<file path="config.mk">
export PLATFORM = sky130hd
export DESIGN_NAME = debounce_fsm_amisha
export DESIGN_NICKNAME = d
export VERILOG_FILES = /design/src/rtl/debounce_fsm_amisha.sv
export SDC_FILE = /design/constraint.sdc
export NUM_CORES = 1
export LEC_CHECK = 0
export CORE_AREA = 2 2 39 41
export CTS_CLUSTER_DIAMETER = 150
export DETAILED_ROUTE_END_ITERATION = 10
export DIE_AREA = 0 0 41 43
export SETUP_SLACK_MARGIN = 0.5
export SYNTH_ARGS = -nofsm -noshare
export SYNTH_HDL_FRONTEND = slang
export SYNTH_SLANG_ARGS = --single-unit
</file>
<file path="constraint.sdc">
create_clock -name clk_amisha -period 1.6 [get_ports clk_amisha]
set_clock_uncertainty 0.2 [all_clocks]
set_input_delay 0.16 -clock clk_amisha [delete_from_list [all_inputs] [get_ports clk_amisha]]
set_output_delay 0.16 -clock clk_amisha [all_outputs]
set_load 0.005 [all_outputs]
</file>
<file path="src/rtl/debounce_fsm_amisha.sv">
// Switch debouncer: four-state FSM with a stability counter, registered level and rise tick.
// Define DEBOUNCE_SYNC_EN to insert a 2-flop synchroniser ahead of the FSM (adds 2 cycles latency).
module debounce_fsm_amisha #(
    parameter int DB_CYCLES = 10,
    parameter int CNT_W     = 4
) (
    input  logic clk_amisha,
    input  logic reset_n_amisha,
    input  logic sw_amisha,
    output logic db_level_amisha,
    output logic db_tick_amisha
);

    typedef enum logic [1:0] {
        ZERO  = 2'b00,
        WAIT1 = 2'b01,
        ONE   = 2'b10,
        WAIT0 = 2'b11
    } state_t;

    localparam logic [CNT_W-1:0] CNT_MAX = CNT_W'(DB_CYCLES - 1);

    state_t           state, state_next;
    logic [CNT_W-1:0] cnt, cnt_next;
    logic             level_next;
    logic             tick_next;
    logic             s;

`ifdef DEBOUNCE_SYNC_EN
    logic [1:0] sync_q;

    always_ff @(posedge clk_amisha or negedge reset_n_amisha) begin
        if (!reset_n_amisha) begin
            sync_q <= 2'b00;
        end else begin
            sync_q <= {sync_q[0], sw_amisha};
        end
    end

    assign s = sync_q[1];
`else
    // Raw input is assumed already synchronous to clk_amisha in this build.
    assign s = sw_amisha;
`endif

    // NOTE: sequential state uses non-blocking (<=) so every flop samples pre-edge values.
    always_ff @(posedge clk_amisha or negedge reset_n_amisha) begin
        if (!reset_n_amisha) begin
            state           <= ZERO;
            cnt             <= '0;
            db_level_amisha <= 1'b0;
            db_tick_amisha  <= 1'b0;
        end else begin
            state           <= state_next;
            cnt             <= cnt_next;
            db_level_amisha <= level_next;
            db_tick_amisha  <= tick_next;
        end
    end

    // NOTE: every combinational output gets a default first so no path infers a latch.
    always_comb begin
        state_next = state;
        cnt_next   = '0;
        tick_next  = 1'b0;
        unique case (state)
            ZERO: begin
                if (s) state_next = WAIT1;
            end
            WAIT1: begin
                if (!s) begin
                    state_next = ZERO;
                end else if (cnt == CNT_MAX) begin
                    state_next = ONE;
                    tick_next  = 1'b1;
                end else begin
                    cnt_next = cnt + CNT_W'(1);
                end
            end
            ONE: begin
                if (!s) state_next = WAIT0;
            end
            WAIT0: begin
                if (s) begin
                    state_next = ONE;
                end else if (cnt == CNT_MAX) begin
                    state_next = ZERO;
                end else begin
                    cnt_next = cnt + CNT_W'(1);
                end
            end
            default: state_next = ZERO;
        endcase
        // Level tracks the state being entered so the register lines up with the state flops.
        level_next = (state_next == ONE) || (state_next == WAIT0);
    end

endmodule

</file>
**Word-level counts from Yosys, hierarchy flattened**

Cells that the tools add are included.

- Mux-type cells: 14
- Reductions and logical operators: 2
- Equality and inequality tests: 6
- $add $sub $neg: 1

Operators by type and width:

| operator | count |
|---|---|
| $mux W2 | 6 |
| $mux W4 | 3 |
| $eq A2 B2 Y1 const B | 4 |
| $pmux W2 S4 | 1 |
| $pmux W4 S2 | 1 |
| $add A4 B1 Y4 const B | 1 |
| $eq A4 B4 Y1 const B | 1 |
| $mux W1 | 3 |
| $eq A2 B1 Y1 const B | 1 |
| $logic_not A2 Y1 | 1 |
| $logic_or A1 B1 Y1 | 1 |

- Logic and storage cells: 27
- Flip-flop bits (word level): 8
- Input bits: 3
- Output and inout bits: 2

**Longest topological paths before layout**

Gate-level depths: netlist (run 1).

- Depth in word-level cells: 6
- Gate-level depth with buffers: 5
- Mapped depth without buffers: 5

**Least setup slack after synthesis (run 1)**

No wires, ideal clock.

- Kind: flip-flop to flip-flop
- Start point: register cnt[0]
- End point: register db_level_amisha
- Data required time: 1,275 ps
- Path slack: 226 ps
- Data arrival time: 1,050 ps
- Stages on the path, launching flop included: 4
- Buffers on the path: 0
- Setup time: 125 ps
- Period minus slack after synthesis: 1,374 ps
- Path through: dfrtp_1 -> ha_1 -> nand4b_4 -> mux2_2

- Longest elaborated chain between the ends: 6
- Elaborated cells between the ends (all ways): 9
- Those cells by class: eq/ne: 3; mux: 5; reduce/logical: 1

RTL lines:

| item | line | RTL |
|---|---|---|
| start: declaration | 24 | `logic [CNT_W-1:0] cnt, cnt_next;` |
| start signal: assignment | 55 | `cnt <= cnt_next;` |
| $eq A4 B4 Y1 * | 73, 86 |  |
| $mux W2 (on tied branches) | 86, 73 |  |
| $mux W2 (on tied branches) | 84, 71 |  |
| $pmux W2 S4 * | 66 | `unique case (state)` |
| $eq A2 B2 Y1 | 95 | `level_next = (state_next == ONE) \|\| (state_next == WAIT0);` |
| $logic_or A1 B1 Y1 * | 95 |  |
| named net level_next | 25 | `logic level_next;` |
| end signal: assignment | 56 | `db_level_amisha <= level_next;` |
| end: declaration | 10 | `output logic db_level_amisha,` |

Mark *: on every way through the listed nets, which the timed path passes. The rest lies on a longest branch.

**Worst setup path after layout (run 1)**

- Start point: register cnt[1]
- End point: register cnt[2]

- Longest elaborated chain between the ends: 4
- Elaborated cells between the ends (all ways): 6
- Those cells by class: add/sub: 1; eq/ne: 1; mux: 4

RTL lines:

| item | line |
|---|---|
| $add A4 B1 Y4 or $eq A4 B4 Y1 (tied branches) | n/a |
| $mux W4 * | 73, 86 |
| $mux W4 (on tied branches) | 84, 71 |
| $pmux W4 S2 * | 66 |
| named net cnt_next[2] | 24 |

Marked as above.

==> run summary, run 1 <==
The flow ran to the end, but the final reports show violations. The checks that failed: negative hold slack. Entering global routing, the biggest net connects 8 pins.

Summed over all layers, the global routing overflow is 0. For this design, the slowest cell found on the critical path is sky130_fd_sc_hd__dfrtp_1. The overall die height came out at 43 µm.

The mapped netlist covers 312 µm². The total number of placement rows is 14. The minimum period implied by the final worst setup slack came out at 1.38 ns. The die outline area came out at 1760 µm². sky130_fd_sc_hd__dfrtp_1 takes more of the synthesized area than any other cell. The critical path endpoint category is a register. Setup total negative slack on the finished layout was measured at 0 ns.

The worst setup path is launched from a register. 0 antenna diodes ended up in the layout. Grouping stages by cell kind, the critical path spends the most delay in flip-flops. The combinational fraction of design power is 0.136.

Sorting the synthesized cells by area gives the leading types as sky130_fd_sc_hd__dfrtp_1, sky130_fd_sc_hd__ha_1, sky130_fd_sc_hd__nand4b_4. Counting both buffers and inverters, the worst setup path holds a total of 2. The number of warnings reported in the yosys synthesis log came out at 0. The final hold violation count came out at 7. The number of placed I/O pins is 5. The total count of max-transition violations in the final report came out at 0.

The critical path goes through inv_1 -> ha_2 -> nand2_1 -> o211ai_1 -> buf_4 -> nor2_1. Data arrives at the worst endpoint at 1.32 ns. The register bit total from synthesis is 7. Of the total power, the clock network draws 0.392. The synthesized netlist contains 13 unique library cells.

For this design, the sink count on the clock tree is 7. The transition time at the pin with the least slew margin is 0.324 ns. The global-route wire length before repair came out at 1.08 mm.

TritonCTS built the clock tree. The mean cell area of the mapped netlist is 13.0 µm². The relative area change from synthesis to final layout is 46.6%. The fraction of the cycle the final worst path needs is 0.865. The initial standard-cell utilization of the core is 0.225. The global placer's final weighted congestion is 0.674. The die is 41 µm wide. The CTS root buffer is sky130_fd_sc_hd__clkbuf_4. The count of vias placed by the detailed router came out at 234. The post-route worst setup slack came out at 0.216 ns. The static leakage power is 0.215 nW. The number of max-capacitance violations reported came out at 0. The area fraction of the dominant cell type after synthesis came out at 0.562. The total global-route track usage came out at 0.0946. Data on the critical path is required at its endpoint by 1.54 ns. The largest fanout on the critical path came out at 4. The count of nets left with antenna violations once routing finished came out at 0. In the routed layout, each cell is associated on average with a via count of 4.33. The via count of the first global-routing pass came out at 277. In the final layout, the share of cells above drive strength 1 is 0.447. The switching share of total power is 0.235. The library cells used most frequently in the layout, excluding fill and tap cells, are sky130_fd_sc_hd__dfrtp_1, sky130_fd_sc_hd__buf_4, sky130_fd_sc_hd__nor2_1, sky130_fd_sc_hd__clkbuf_4, sky130_fd_sc_hd__clkdlybuf4s50_1. The count of cells along the worst register-to-register path came out at 6.

The total detailed-routing wirelength is 617 µm. The final net count came out at 44. The number of remaining DRC errors came out at 0. The layout has 144 filler cells. The endpoint identified for the worst register-to-register timing path is cnt[2]$_DFF_PN0_.

Setup repair after global routing could not meet its margin everywhere. Leaving out fill and tap cells, the most frequent cell in the layout is sky130_fd_sc_hd__dfrtp_1. The relative slew slack came out at 0.783. The number of clock buffers inserted by TritonCTS is 3. The path class of the tightest hold or removal check is input port to async pin. In this design, the stage delay of the slowest critical-path cell is 0.38 ns. The count of endpoints failing setup in the final report is 0. The worst setup timing slack at the placement stage came out at 0.109 ns. The startpoint identified for the worst register-to-register timing path is cnt[1]$_DFF_PN0_. The path type of the worst setup path is register to register. The final hold slack came out at -0.0282 ns. The clock transition time at the flip-flop clock pins of the worst setup and hold paths is 0.05 ns. The number of antenna violations at the first check in global routing is 0. Before antenna repair, the detailed router went through 4 iterations. The switching power total is 96.0 µW. The worst voltage drop across the vdd grid came out at 519 µV.

The number of nets handed over by synthesis was 29. In this run the number of H-tree levels came out at 1. The share of the Yosys chip area taken by registers is 0.562. The instance count of the mapped netlist is 24. The total internal power is 312 µW.

The longest clock path from root to sink contains 2 buffers. The portion of total power attributed to sequential cells came out at 0.472. Derived from the worst setup path, the maximum achievable clock frequency is 723 MHz. The number of design-rule violations left by the first detailed-router iteration is 1. The average detailed-routed wire length per instance came out at 11.4 µm.

The worst-skew pair later-pin latency came out at 0.25 ns. During placement, the flow inserted port buffers numbering 4. The overall power consumption is 408 µW. In this run the power density over the cells is 894 nW/µm².

The area of the placeable core came out at 1380 µm². For flop-to-flop paths, the worst setup slack is 0.22 ns.
## how the worst max path moves through the flow
stage	start	endpoint	slack [ns]	cells past startpoint
2_1_floorplan	cnt[1]$_DFF_PN0_	cnt[0]$_DFF_PN0_	0.27	5
3_3_place_gp	sw_amisha	cnt[0]$_DFF_PN0_	0.17	4
3_5_place_dp	sw_amisha	cnt[1]$_DFF_PN0_	0.11	4
4_1_cts	cnt[1]$_DFF_PN0_	cnt[2]$_DFF_PN0_	0.24	6
5_1_grt	cnt[1]$_DFF_PN0_	cnt[2]$_DFF_PN0_	0.13	6
6_report	cnt[1]$_DFF_PN0_	cnt[2]$_DFF_PN0_	0.22	6
## metrics by stage
stage               utilization  cell area [µm²]  std cells
CTS                       0.313              433         52
global placement          0.271              375         44
finish                    0.330              457         54
global route              0.330              457         54
detailed placement        0.271              375         44
floorplan                     -              315         24
## worst register-to-register path: cells and delay by family, from the launching register on
| family | cells | cell delay [ns] |
|---|---|---|
| flip-flops | 1 | 0.38 |
| buffers and inverters | 2 | 0.22 |
| adder cells (fa/ha/maj) | 1 | 0.20 |
| AO/OA/AOI/OAI | 1 | 0.17 |
| AND/OR/NAND/NOR | 2 | 0.10 |
## power groups by stage
stage	clock [mW]	sequential [mW]	combinational, mW
after detailed placement	0	0.198	0.0362
after global routing	0.180	0.193	0.0618
after global placement	0	0.197	0.0345
after floorplan	0	0.196	0.0208
final	0.160	0.193	0.0557
after CTS	0.169	0.192	0.0522
## layer usage
layer,part of all wire,vias to the layer above,track usage
li1,-,107,-
met1,0.44,122,0.114
met2,0.51,5,0.138
met3,0.044,0,0.0157
met4,0,0,0.0800
met5,0,-,0
## cell usage after synthesis
cell	n
sky130_fd_sc_hd__dfrtp_1	7
sky130_fd_sc_hd__nor2_1	4
sky130_fd_sc_hd__ha_1	2
sky130_fd_sc_hd__xor2_1	2
sky130_fd_sc_hd__and2_2	1
sky130_fd_sc_hd__inv_1	1
sky130_fd_sc_hd__mux2_2	1
sky130_fd_sc_hd__nand2_1	1
sky130_fd_sc_hd__nand3_1	1
sky130_fd_sc_hd__nand4b_4	1
sky130_fd_sc_hd__nor3b_1	1
sky130_fd_sc_hd__o211ai_1	1
sky130_fd_sc_hd__xnor2_1	1
## sequential cells by signal, summed over array words and instances, names as in the netlist
signal / flops
db_level_amisha: 1
state: 1
db_tick_amisha: 1
cnt: 4
## area by class of cell
type,instances,area (µm²),share of cell area
well taps,16,20.0,0.0438
inverters,1,3.75,0.00822
multi-input cells,16,151,0.332
repair buffers,10,80.1,0.175
clock buffers,4,26.3,0.0575
flip-flops and latches,7,175,0.384
## cells by family (layout without fill, tap and decap cells)
| family | after synthesis | in the layout | synth area share |
|---|---|---|---|
| AND/OR/NAND/NOR | 9 | 9 | 0.201 |
| buffers and inverters | 1 | 15 | 0.0120 |
| multiplexers | 1 | 1 | 0.0361 |
| adder cells (fa/ha/maj) | 2 | 2 | 0.0803 |
| flip-flops | 7 | 7 | 0.562 |
| AO/OA/AOI/OAI | 1 | 1 | 0.0241 |
| XOR/XNOR | 3 | 3 | 0.0844 |
## what timing repair did
item / 4_1_cts / 5_1_grt
setup endpoints to repair: 9 / 9
buffers inserted: 4 / 2
cloned: 0 / 0
gates resized for setup: 6 / 3
endpoints found under the hold margin: 7 / 7
pin swaps: 2 / 2
(Power assumes the default switching activity.)
==> run 2, diff against run 1 <==
SLEW_MARGIN = 15   (was not set)
==> results of run 2 <==
Same layout as run 1: the final DEF is identical, and so are final timing and power.
